## src/rtl/fifo_wr_arbiter.sv

```systemverilog
// Write-side arbiter for a shared FIFO: round-robin between producers, whole
// packets kept contiguous, and a credit counter that blocks writes into a full FIFO.
module fifo_wr_arbiter #(
    parameter int FIFO_WIDTH = 16,
    parameter int FIFO_DEPTH = 8,
    parameter int NUM_REQ    = 4,
    localparam int CW        = $clog2(FIFO_DEPTH + 1)
) (
    input  logic                          clk,
    input  logic                          rst_n,
    input  logic [NUM_REQ-1:0]            req_valid,
    input  logic [NUM_REQ-1:0]            req_last,
    input  logic [NUM_REQ*FIFO_WIDTH-1:0] req_data,
    output logic [NUM_REQ-1:0]            req_ready,
    output logic [FIFO_WIDTH-1:0]         fifo_data_in,
    output logic                          fifo_wr_en,
    input  logic                          fifo_rd_en,
    input  logic                          fifo_empty,
    output logic [CW-1:0]                 credits,
    output logic                          busy,
    output logic                          err_underflow
);
    localparam int PW = $clog2(NUM_REQ);

    typedef enum logic {IDLE = 1'b0, LOCKED = 1'b1} state_t;

    state_t                  state_r;
    logic [PW-1:0]           rr_ptr_r;
    logic [PW-1:0]           owner_r;
    logic [CW-1:0]           credits_r;
    logic                    wr_en_r;
    logic [FIFO_WIDTH-1:0]   data_r;
    logic                    err_r;

    logic [PW-1:0]           idx_s;
    logic [PW-1:0]           winner_s;
    logic                    found_s;
    logic [PW-1:0]           grant_idx_s;
    logic                    grant_en_s;
    logic                    accept_s;
    logic                    last_s;
    logic [FIFO_WIDTH-1:0]   beat_s;
    logic                    pop_s;
    logic                    full_credit_s;
    logic                    pop_ok_s;
    logic [PW-1:0]           next_ptr_s;

    // Round-robin scan: first valid producer at or above rr_ptr, wrapping.
    always_comb begin
        found_s  = 1'b0;
        winner_s = '0;
        idx_s    = '0;
        for (int k = 0; k < NUM_REQ; k++) begin
            idx_s = PW'((int'(rr_ptr_r) + k) % NUM_REQ);
            if (!found_s && req_valid[idx_s]) begin
                found_s  = 1'b1;
                winner_s = idx_s;
            end else begin
                winner_s = winner_s;
            end
        end
    end

    // Grant selection, ready generation, accept/pop qualification.
    always_comb begin
        if (state_r == IDLE) begin
            grant_idx_s = winner_s;
            grant_en_s  = found_s && (credits_r != '0);
        end else begin
            grant_idx_s = owner_r;
            grant_en_s  = req_valid[owner_r] && (credits_r != '0);
        end
        // Ready stays low while reset is asserted even if producers are valid.
        accept_s      = grant_en_s && rst_n;
        req_ready     = accept_s ? ({{(NUM_REQ-1){1'b0}}, 1'b1} << grant_idx_s) : '0;
        last_s        = req_last[grant_idx_s];
        beat_s        = req_data[grant_idx_s*FIFO_WIDTH +: FIFO_WIDTH];
        pop_s         = fifo_rd_en && !fifo_empty;
        full_credit_s = (credits_r == CW'(FIFO_DEPTH));
        pop_ok_s      = pop_s && !full_credit_s;
        next_ptr_s    = (grant_idx_s == PW'(NUM_REQ - 1)) ? '0 : grant_idx_s + PW'(1);
    end

    // State, round-robin pointer, credits, write path and sticky error.
    always_ff @(posedge clk) begin
        if (!rst_n) begin
            state_r   <= IDLE;
            rr_ptr_r  <= '0;
            owner_r   <= '0;
            credits_r <= CW'(FIFO_DEPTH);
            wr_en_r   <= 1'b0;
            data_r    <= '0;
            err_r     <= 1'b0;
        end else begin
            wr_en_r <= accept_s;
            if (accept_s) begin
                data_r <= beat_s;
            end
            case ({accept_s, pop_ok_s})
                2'b10:   credits_r <= credits_r - CW'(1);
                2'b01:   credits_r <= credits_r + CW'(1);
                default: credits_r <= credits_r;
            endcase
            if (pop_s && full_credit_s) begin
                err_r <= 1'b1;
            end
            case (state_r)
                IDLE: begin
                    if (accept_s) begin
                        if (last_s) begin
                            rr_ptr_r <= next_ptr_s;
                        end else begin
                            state_r <= LOCKED;
                            owner_r <= grant_idx_s;
                        end
                    end
                end
                LOCKED: begin
                    if (accept_s && last_s) begin
                        state_r  <= IDLE;
                        rr_ptr_r <= next_ptr_s;
                    end
                end
                default: state_r <= IDLE;
            endcase
        end
    end

    assign fifo_wr_en    = wr_en_r;
    assign fifo_data_in  = data_r;
    assign credits       = credits_r;
    assign busy          = (state_r == LOCKED);
    assign err_underflow = err_r;
endmodule

```

## config.mk

```make
export PLATFORM = sky130hd
export DESIGN_NAME = fifo_wr_arbiter
export DESIGN_NICKNAME = d
export VERILOG_FILES = /design/src/rtl/fifo_wr_arbiter.sv
export SDC_FILE = /design/constraint.sdc
export NUM_CORES = 1
export LEC_CHECK = 0
export ABC_AREA = 0
export CAP_MARGIN = 20
export CORE_UTILIZATION = 43
export CTS_CLUSTER_DIAMETER = 50
export DETAILED_ROUTE_END_ITERATION = 10
export HOLD_SLACK_MARGIN = 0.1
export PLACE_DENSITY = 0.88
export SLEW_MARGIN = 20
export SYNTH_ARGS = -nofsm -noshare
export SYNTH_HDL_FRONTEND = slang
export SYNTH_SLANG_ARGS = --single-unit
```

## constraint.sdc

```tcl
create_clock -name clk -period 9.5 [get_ports clk]
set_input_delay 2.85 -clock clk [delete_from_list [all_inputs] [get_ports clk]]
set_output_delay 2.85 -clock clk [all_outputs]
set_load 0.02 [all_outputs]
```

==> results of run 1 <==
## state kept, by name, summed over array words and instances (netlist names), named ones only
name           flops
fifo_data_in      16
credits            4
err_underflow      1
owner_r            2
fifo_wr_en         1
rr_ptr_r           2
## metal layers
layer,up-vias,wire [um]
met1,868,2016
met2,62,2632
met5,-,0
li1,950,-
met4,0,57
met3,6,287
## power breakdown
part	total, W	switching (W)	internal (W)
logic	0.000466	0.000228	0.000238
registers	0.000202	0.0000387	0.000163
clock network	0.0000692	0.0000394	0.0000298
## placed cells by master (no fill, tap or decap), types with 2 or more instances in the layout
cell type and count:
clkbuf_8 3, nand3_1 18, and2_1 4, o21ai_0 2, nor2_1 10, o41ai_1 2
o21ai_1 17, xnor2_1 2, nor2b_2 3, inv_2 2, inv_1 7, a211oi_2 3
a21oi_1 4, ha_1 7, mux2i_1 37, dfxtp_1 27, nand2_1 6, clkdlybuf4s50_1 102
mux2_2 17
## worst paths after layout
path	from	cells after the start	to	slack (ns)
max	req_valid[1]	10	req_ready[3]	1.10
max reg2reg	owner_r[0]	11	credits[3]	6.33
min reg2reg	fifo_data_in[1]	2	fifo_data_in[1]	0.46
min	fifo_data_in[1]	2	fifo_data_in[1]	0.46
## per-stage QoR
| stage | std cells | hold WS [ns] | power (W) | cell area [um2] | setup slack, ns |
|---|---|---|---|---|---|
| after floorplan | 208 | 0.4694 | 0.0005178 | 1997 | 2.416 |
| final | 356 | 0.4633 | 0.0007373 | 3054 | 1.104 |
| after CTS | 356 | 0.4648 | 0.0007435 | 3054 | 1.093 |
| after global routing | 356 | 0.4826 | 0.0007881 | 3054 | 0.9258 |
| after global placement | 352 | 0.4431 | 0.0006630 | 3005 | 1.168 |
| after detailed placement | 352 | 0.4502 | 0.0006740 | 3005 | 1.098 |
## cell families (layout without fill, tap and decap cells)
group	count (synthesis)	after routing	share of synthesized area
and+or+nand+nor	56	56	0.1635
DFF	27	27	0.2707
buffers and inverters	20	116	0.05953
adders and majority gates	8	8	0.05388
xor gates and xnor gates	3	3	0.01316
muxes	57	57	0.3095
AOI/OAI and AO/OA	37	37	0.1297
## final cells by class
cell class / instances / area [um2] / share of cell area
timing repair buffer: 103 / 1028 / 0.3367
inverter: 9 / 33.78 / 0.01106
sequential: 27 / 540.5 / 0.1770
multi-input combinational: 161 / 1338 / 0.4379
clock buffer: 3 / 41.29 / 0.01352
clock inverter: 1 / 7.507 / 0.002458
tap: 52 / 65.06 / 0.02130
## synth_stat cells (all sizes together)
library cell / number
buf: 8
inv: 9
o221ai: 1
nor3: 2
a211oi: 3
a41oi: 1
nand4: 1
o21ba: 1
o21a: 1
or3: 2
nand3: 18
nor4b: 2
a21o: 1
o21ai: 19
xnor2: 2
or4b: 1
dfxtp: 27
ha: 7
clkbuf: 3
and2: 4
xor2: 1
nand2: 6
nand2b: 1
fa: 1
a31oi: 1
a311oi: 1
a21oi: 6
o41ai: 2
and3b: 1
mux2: 18
mux2i: 38
and3: 1
nor4: 2
mux4: 1
nor2b: 4
nor2: 11
## worst max-delay path, delay by kind of cell
kind	cells	cell delay, ns
adders and majority gates	1	0.25
buffers and inverters	4	1.36
AOI/OAI and AO/OA	2	0.83
and+or+nand+nor	3	0.25
==> results.yml, run 1 <==
status:
  status: "completed"
route:
  drtAntennaViolNets: 0
  wl_per_cell_um: 14.02
  drtIter0Drc: 61
  dr.pass1.iters: 4
  wl_um: 4992
  drc_errors: 0
  vias: 1886
  viasPerCell: 5.298
clock_network:
  postCtsSetupBuffers: 0
  holdBufCountCts: 0
  h-tree-depth: 1
  cts_resized: 0
  cts_buffers: 3
  tritoncts: "built"
  cts.sinks: 27
  insertion_delay_ns: 0.28
  clk_pin_slew_ns: 0.11
  root_buffer: "clkbuf_8"
  clk_path_buf_depth: 2
synth:
  yosysTopAreaCell: "dfxtp_1"
  synth_warnings: 0
  avgSynthCellArea_um2: 9.601
  synth_cell_types: 52
  netlist_top_cells_area: "dfxtp_1 (27%), mux2i_1 (19%), mux2_2 (9.6%)"
  syn_nets: 292
  synth_top_area_share: 0.2707
  syn_inst: 208
  ys_seq_area_frac: 0.2707
  syn_area_mm2: 0.001997
  synth.ff_latch_count: 27
hold_path:
  min_path_type: "flip-flop to flip-flop"
place:
  gp_congestion: 0.8459
  post-dp-hpwl_um: 3973
  port_buffers: 102
worst_setup_path:
  cp_max_fo: 19
  crit_path_max_incr_delay_ns: 0.58
  required_ns: 6.65
  slowest_stage: "clkdlybuf4s50_1"
  startpoint_type: "primary input"
  crit_arrival_ns: 5.55
  crit_top_cell: "clkdlybuf4s50_1"
  crit_chain: "clkdlybuf4s50_1, nor2b_2, a211oi_2, nor3_2, a21oi_4, inv_2, ha_1, inv_1, nor2_1, clkdlybuf4s50_1"
  worstSetupEndpointType: "output port"
  path_class: "primary input to output port"
timing:
  period_share: 0.8838
  worst_pin_slew_ns: 0.8520
  setup_viol: 0
  rsz0062_at_grt: "false"
  max_slew_margin: 0.4246
  max_freq_mhz: 119.1
  fin_crit_ns: 8.396
  finalMaxSlewViolations: 0
  fin_skew_ns: 0.007896
  fin_tns_setup_ns: 0
  hold_viol_final: 0
grt:
  use_met2: 0.3953
  use_met1: 0.2278
  antenna_found_initial: 0
  grt_max_degree: 39
  met3_usage: 0.04618
  grt_pass1_vias: 1967
  grt_pass1_wl_um: 8528
  grt_busiest_layer: "met2"
  grt_remaining_overflow: 0
  grt_use_total: 0.2101
die:
  die_y_um: 70.15
  io_pins: 103
  die-width_um: 70.15
  num_rows: 24
  dieArea_mm2: 0.004920
  core_mm2: 0.004414
  initial_core_util: 0.4524
cells_and_area:
  drive_above_1_share: 0.1316
  diodes: 0
  area_growth_pct: 52.94
  nets: 389
  nFillCells: 388
  final_util: 0.6919
pwr:
  peakVddDrop_mv: 0.1167
  p_leak_nw: 1.149
  p_per_area_mw_per_mm2: 241.4
flow_run:
  maxCapViolCount: 0
Power figures use the tool's default switching activity.
==> inputs of run 2 (changes only) <==
Settings changed: CAP_MARGIN 20 to 40, CORE_UTILIZATION 43 to 40, PLACE_DENSITY 0.88 to 0.83.
==> run 2 against run 1 <==
Effect of this change:
- global-route usage down 1.5 points
- first-iteration DRC count up 46%
- critical endpoint unchanged
- final cell count increased by 4.5%
- total power shrank 0.39%
- largest cell class unchanged
- non-clock buffer count grew 1
- critical path type unchanged
- fmax is essentially flat
- via count decreased by 0.69%
- worst setup slack improved by 0.0077 ns
- sequential share of layout area down 0.13 points
==> results.yml, run 2 (same netlist as run 1, synthesis figures left out) <==
clock_network:
  tritoncts: "built"
  cts_buffers: 3
  clk_pin_slew_ns: 0.09
  h-tree-depth: 1
  root_buffer: "clkbuf_8"
  postCtsSetupBuffers: 0
  cts.sinks: 27
  cts_resized: 0
  insertion_delay_ns: 0.27
  clk_path_buf_depth: 2
  holdBufCountCts: 0
pwr:
  p_per_area_mw_per_mm2: 238.7
  peakVddDrop_mv: 0.1141
  p_leak_nw: 1.155
timing:
  max_freq_mhz: 119.2
  hold_viol_final: 0
  setup_viol: 0
  fin_tns_setup_ns: 0
  finalMaxSlewViolations: 0
  period_share: 0.8830
  fin_crit_ns: 8.388
  rsz0062_at_grt: "false"
  worst_pin_slew_ns: 0.7418
  fin_skew_ns: 0.003184
  hold_ws_ns: 0.4571
  max_slew_margin: 0.4990
cells_and_area:
  drive_above_1_share: 0.1311
  area_growth_pct: 54.07
  largest_reg_flops: 16
  mostFrequentLayoutCells: "clkdlybuf4s50_1 (102), mux2i_1 (37), dfxtp_1 (27)"
  final_util: 0.6471
  nets: 390
  mostFrequentLayoutCell: "clkdlybuf4s50_1"
  diodes: 0
route:
  wl_um: 4887
  drc_errors: 0
  drtAntennaViolNets: 0
  viasPerCell: 5.035
  drtIter0Drc: 89
  dr.pass1.iters: 4
  wl_per_cell_um: 13.14
  vias: 1873
grt:
  grt_use_total: 0.1949
  grt_remaining_overflow: 0
  grt_max_degree: 38
  grt_pass1_wl_um: 8086
  antenna_found_initial: 0
  grt_pass1_vias: 1894
worst_setup_path:
  startpoint_type: "primary input"
  cp_max_fo: 19
  slowest_stage: "clkdlybuf4s50_1"
  required_ns: 6.65
  crit_path_max_incr_delay_ns: 0.58
  path_class: "primary input to output port"
  worstSetupEndpointType: "output port"
  r2r_cells: 11
  crit_chain: "clkdlybuf4s50_1, nor2b_2, a211oi_2, nor3_2, a21oi_4, inv_2, ha_1, inv_1, nor2_1, clkdlybuf4s50_1"
  crit_top_cell: "clkdlybuf4s50_1"
  crit_arrival_ns: 5.54
die:
  die_y_um: 72.66
  core_mm2: 0.004755
  dieArea_mm2: 0.005279
  die-width_um: 72.66
  num_rows: 25
  io_pins: 103
  initial_core_util: 0.4200
place:
  gp_congestion: 0.8586
  post-dp-hpwl_um: 3866
  port_buffers: 102
hold_path:
  min_path_type: "flip-flop to flip-flop"
  min_path_cells: 2
status:
  status: "completed"
flow_run:
  maxCapViolCount: 0
==> run 2: cell types whose count changed in the layout (fill, tap and decap cells not counted) <==
cell        change
clkinvlp_4      -1
clkbuf_1        +1
buf_4           +1
==> run 2: path summary, 6_finish.rpt <==
check	startpoint	to	slack [ns]
worst max-delay path	req_valid[1]	req_ready[3]	1.11
worst min register to register	fifo_data_in[7]	fifo_data_in[7]	0.46
worst min-delay path	fifo_data_in[7]	fifo_data_in[7]	0.46
worst max register to register	owner_r[0]	credits[3]	6.34
==> run 2: where the power goes <==
group          total (W)  switching [W]  internal (W)
clock          0.0000647      0.0000347     0.0000300
combinational   0.000466       0.000227      0.000240
sequential      0.000203      0.0000399      0.000163
==> run 2: critical path: cells and delay by family <==
family                   cells  cell delay [ns]
adder cells (fa/ha/maj)      1             0.24
AO/OA/AOI/OAI                2             0.82
buffers and inverters        4             1.38
AND/OR/NAND/NOR              3             0.24
==> run 2: per-stage QoR <==
| step | cell area [um2] | setup slack (ns) | std cells | total power, W |
|---|---|---|---|---|
| floorplan | 1997 | 2.416 | 208 | 0.0005178 |
| global placement | 3032 | 1.194 | 368 | 0.0006671 |
| detailed placement | 3032 | 1.121 | 368 | 0.0006752 |
| CTS | 3077 | 1.105 | 372 | 0.0007426 |
| global route | 3077 | 0.9331 | 372 | 0.0007899 |
| finish | 3077 | 1.112 | 372 | 0.0007344 |
==> run 2: cell type report <==
type	count	area (um2)
fillers	411	1678
multi-input cells	161	1338
repair buffers	104	1036
flip-flops and latches	27	540.5
well taps	67	83.83
clock buffers	4	45.04
inverters	9	33.78
==> run 2: per-layer routing <==
layer,vias up,wire (um),GRT usage
met5,-,0,0
met4,0,33,0.03922
met3,4,370,0.06077
met2,63,2506,0.3614
met1,851,1977,0.2185
li1,955,-,-
